==> src/rtl/uart_rx.sv <==
// 8N1 serial receiver: synchronises rx, samples each bit at its centre and
// hands bytes to the consumer through a valid/get holding register.
//
// state   | meaning
// S_IDLE  | line idle, waiting for rx_s low
// S_START | timing to start-bit centre, rejecting glitches
// S_DATA  | sampling 8 data bits, LSB first
// S_STOP  | sampling stop bit, delivering or flagging framing error
// S_BREAK | line held low after a framing error, waiting for high
module uart_rx #(
  parameter int CLKS_PER_BIT = 104
) (
  input  logic       clk,
  input  logic       nRst,
  input  logic       rx,
  input  logic       get,
  output logic [7:0] data_out,
  output logic       valid,
  output logic       frame_err,
  output logic       overrun
);

  localparam logic [15:0] BIT_LAST  = 16'(CLKS_PER_BIT - 1);
  localparam logic [15:0] HALF_LAST = 16'(CLKS_PER_BIT / 2 - 1);

  typedef enum logic [2:0] {S_IDLE, S_START, S_DATA, S_STOP, S_BREAK} state_t;

  state_t      state, state_n;
  logic        rx_m, rx_s;
  logic [15:0] cnt, cnt_n;
  logic [2:0]  idx, idx_n;
  logic [7:0]  shreg, shreg_n, data_n;
  logic        valid_n, ferr_n, ovr_n, deliver;

  always_ff @(posedge clk or negedge nRst) begin
    if (!nRst) begin
      rx_m <= 1'b1;
      rx_s <= 1'b1;
    end else begin
      rx_m <= rx;
      rx_s <= rx_m;
    end
  end

  always_ff @(posedge clk or negedge nRst) begin
    if (!nRst) begin
      state     <= S_IDLE;
      cnt       <= 16'd0;
      idx       <= 3'd0;
      shreg     <= 8'h00;
      data_out  <= 8'h00;
      valid     <= 1'b0;
      frame_err <= 1'b0;
      overrun   <= 1'b0;
    end else begin
      state     <= state_n;
      cnt       <= cnt_n;
      idx       <= idx_n;
      shreg     <= shreg_n;
      data_out  <= data_n;
      valid     <= valid_n;
      frame_err <= ferr_n;
      overrun   <= ovr_n;
    end
  end

  always_comb begin
    state_n = state;
    cnt_n   = cnt;
    idx_n   = idx;
    shreg_n = shreg;
    data_n  = data_out;
    valid_n = valid;
    ferr_n  = 1'b0;
    ovr_n   = 1'b0;
    deliver = 1'b0;

    case (state)
      S_IDLE: begin
        cnt_n = 16'd0;
        if (!rx_s) state_n = S_START;
      end
      S_START: begin
        cnt_n = cnt + 16'd1;
        if (cnt == HALF_LAST) begin
          cnt_n   = 16'd0;
          idx_n   = 3'd0;
          state_n = rx_s ? S_IDLE : S_DATA;
        end
      end
      S_DATA: begin
        cnt_n = cnt + 16'd1;
        if (cnt == BIT_LAST) begin
          cnt_n        = 16'd0;
          shreg_n[idx] = rx_s;
          idx_n        = idx + 3'd1;
          if (idx == 3'd7) state_n = S_STOP;
        end
      end
      S_STOP: begin
        cnt_n = cnt + 16'd1;
        if (cnt == BIT_LAST) begin
          cnt_n = 16'd0;
          if (rx_s) begin
            deliver = 1'b1;
            state_n = S_IDLE;
          end else begin
            ferr_n  = 1'b1;
            state_n = S_BREAK;
          end
        end
      end
      S_BREAK: begin
        cnt_n = 16'd0;
        if (rx_s) state_n = S_IDLE;
      end
      default: state_n = S_IDLE;
    endcase

    // A same-cycle get frees the holding register, so the new byte replaces it
    if (deliver) begin
      if (!valid || get) begin
        data_n  = shreg;
        valid_n = 1'b1;
      end else begin
        ovr_n = 1'b1;
      end
    end else if (get) begin
      valid_n = 1'b0;
    end
  end

endmodule

==> config.mk <==
export PLATFORM = sky130hd
export DESIGN_NAME = uart_rx
export DESIGN_NICKNAME = d
export VERILOG_FILES = /design/src/rtl/uart_rx.sv
export SDC_FILE = /design/constraint.sdc
export NUM_CORES = 1
export LEC_CHECK = 0
export ABC_CLOCK_PERIOD_IN_PS = 3150
export BUFFER_PORTS_ARGS = -buffer_cell sky130_fd_sc_hd__buf_4
export CORE_UTILIZATION = 35
export CTS_BUF_LIST = sky130_fd_sc_hd__clkbuf_4 sky130_fd_sc_hd__clkbuf_8
export CTS_CLUSTER_SIZE = 30
export DETAILED_ROUTE_END_ITERATION = 7
export SLEW_MARGIN = 20
export SYNTH_ARGS = -nofsm -noshare
export SYNTH_HDL_FRONTEND = slang
export SYNTH_SLANG_ARGS = --single-unit
==> constraint.sdc <==
create_clock -name clk -period 3.15 [get_ports clk]
set_clock_uncertainty 0.05 [all_clocks]
set_input_delay 0.63 -clock clk [delete_from_list [all_inputs] [get_ports clk]]
set_output_delay 0.63 -clock clk [all_outputs]
set_load 0.02 [all_outputs]
==> metrics.md <==
| Metric | Value |
|---|---|
| WP data required | 3290 ps |
| Critical path's largest stage delay | 560 ps |
| Status | complete, no violations |
| Most area-consuming cells after synthesis | dfrtp_1, mux2_2, nand4_1, nor2_1, dfstp_2 |
| Clk Latency, worst-skew pair | 300 ps |
| PwrDens | 443 mW/mm^2 |
| Die H | 80.6 um |
| H-tree levels | 2 |
| Post-placement setup slack | 708 ps |
| Port Buffers | 14 |
| Gpl congestion | 0.781 |
| Worst path slowest cell | or4_1 |
| Core ar. | 0.00596 mm^2 |
| Global-route wire length before repair | 7140 um |
| Vias | 1583 |
| Final Critical Period | 2460 ps |
| Vias/cell | 5.37 |
| Max Freq | 406 MHz |
| R2r endpoint | data_out[4] |
| Final instance area | 0.00247 mm^2 |
| Startpoint types | flip-flop |
| Asr flop ratio synth | 100% |
| TNS Setup | 0 ps |
| DRC | 0 |
| Post-CTS Resized | 0 |
| Routing usage on met1 | 20.3% |
| Setup crit end kind | flip-flop |
| Initial DRT Pass Iterations | 4 |
| Die Width | 80.6 um |
| Main synth FF type | dfrtp_1 |
| Leakage | 1.12 nW |
| Worst setup path start | cnt[13] |
| Synth cell count leaders | dfrtp_1, mux2_2, nor2_1 |
| Total Nets Final | 226 |
| Starting Density | 36.3% |
| # diodes | 0 |
| Hpwl dp | 2880 um |
| DRT Wirelength | 4190 um |
| Synth Register Bits | 43 |
| GR Overflow Total | 0 |
| Final Hold Viols | 0 |
| Pin count of the biggest net entering global routing | 44 |
| Area grow syn2layout | 14.0% |
| Placed Area | 0.00233 mm^2 |
| R2R depth | 5 |
| Met2 GRT Util | 21.9% |
| Synth warn | 0 |
| Hold slack | 258 ps |
| Post-CTS Setup Bufs | 0 |
| Drt first-iter violations | 210 |
| Hold WC Path Type | in2async |
| Yosys top cell area share | 47.4% |
| Setup-failing EPs final | 0 |
| GR peak layer | met2 |
| CTS Sinks | 43 |
| Period utilisation layout | 78.2% |
| Worst setup margin | 685 ps |
| Critical path arrival | 2600 ps |
| Top Ports | 15 |
| Antenna-violating nets left | 0 |
| Full die area | 0.00650 mm^2 |
| RSZ-0062 raised after global routing | no |
| Cell Chain, Critical Path | or4_1 -> nor4bb_1 -> buf_4 -> and4b_1 -> mux2_2 |
| Post-Syn Area | 0.00216 mm^2 |
| Mean Syn Cell Area | 10.5 um^2 |
| Post-synth EDFFs | 0 |
| Crit path max fanout | 10 |
| Syn Nets | 213 |
| Count leader, synth | dfrtp_1 |
| Sequential fraction of the synthesis area | 49.8% |
| Maxcap violations | 0 |
| Clk root buf | clkbuf_8 |
| Initial antenna violation count | 0 |
| Met3 Use GR | 3.41% |
| Clock buffer depth | 2 |
| Post-DR wirelength/cell | 14.2 um |
| Share of layout cells above drive strength 1 | 22.3% |
| CTS clk-pin slew, worst paths | 90 ps |
| Area leader, netlist | dfrtp_1 |
| Num rows | 28 |
| Total GRT Usage | 14.6% |
| Worst VDD drop | 0.200 mV |
| Cts hold-fix bufs | 0 |
| Vias in the first global route | 1503 |
| R2r startpoint | cnt[13] |
| CTS buffer count | 5 |
| Least-Margin Pin Slew | 547 ps |
| Slew Limit Fails | 0 |
| CP Class | reg2reg |
| Cells after Synth | 206 |
| CTS tree | done |
| Yosys cell types | 45 |
| Normalized max-slew margin | 63.5% |
| R2r setup slk | 690 ps |
power by group:
group / total (mW) / internal (mW) / switching, mW
Combinational: 0.0137 / 0.00295 / 0.0108
Sequential: 0.557 / 0.554 / 0.00275
Clock: 0.523 / 0.326 / 0.197
Total: 1.09 / 0.883 / 0.211
metal layers:
metal  up-vias  share of wire (%)
li1        777                  -
met1       784                 52
met2        20                 45
met3         2                2.2
met4         0               0.76
met5         -                  0
worst max path at each step:
stage                        to  slack [ps]  depth (start not counted)
floorplan           data_out[0]         950                          6
global placement    data_out[6]         720                          5
detailed placement  data_out[4]         710                          5
CTS                 data_out[4]         680                          5
global route        data_out[4]         530                          5
finish              data_out[4]         690                          5
cell type report:
cell class / instances / area, um^2
Clock buffer: 6 / 76.3
Clock inverter: 2 / 60.1
Fill cell: 591 / 3490
Inverter: 6 / 22.5
Multi-Input combinational cell: 146 / 1010
Sequential cell: 43 / 1080
Tap cell: 75 / 93.8
Timing Repair Buffer: 17 / 128
registers in the layout, indices dropped and copies added (netlist names), 3 cells and up:
register and count:
shreg 8, state 3, idx 3, cnt 16
data_out 8
kinds of logic (layout without fill, tap and decap cells):
kind of cell    after synthesis  count (layout)  share of synthesized area [%]
simple gates                 88              88                           23.1
flops                        43              43                           49.8
compound gates               29              29                           9.25
mux                          20              20                           10.2
buf+inv                      17              31                           3.53
xor+xnor                      6               6                           2.43
fa+ha+maj                     3               3                           1.73
worst max-delay path: cells and delay by family (launching register included):
kind,cells,cell delay [ps]
flops,1,400
mux,1,380
simple gates,3,1310
buf+inv,1,210
placed cells by master (no fill, tap or decap), types with 2 or more instances in the layout:
cell	count
a211oi_1	2
a21oi_1	8
mux2_2	16
clkbuf_8	5
or2_2	2
nand2_1	14
or4_1	5
nor2_1	16
bufinv_16	2
buf_4	17
dfstp_2	2
nand3_1	6
xor2_1	4
mux2i_1	4
nand4_1	14
ha_1	3
o31ai_1	7
nor3b_1	2
inv_1	6
and4b_1	2
dfrtp_1	41
nor2b_1	3
nand2b_1	2
xnor2_1	2
or3_1	6
and3_1	3
nor3_1	4
o21ai_0	5
per-stage QoR:
stage | cells | utilization (%) | power, mW
after floorplan | 206 | - | 0.568
after global placement | 287 | 39.2 | 0.583
after detailed placement | 287 | 39.2 | 0.583
after CTS | 295 | 41.4 | 1.10
after global routing | 295 | 41.4 | 1.13
final | 295 | 41.4 | 1.09
(Power assumes the default switching activity.)
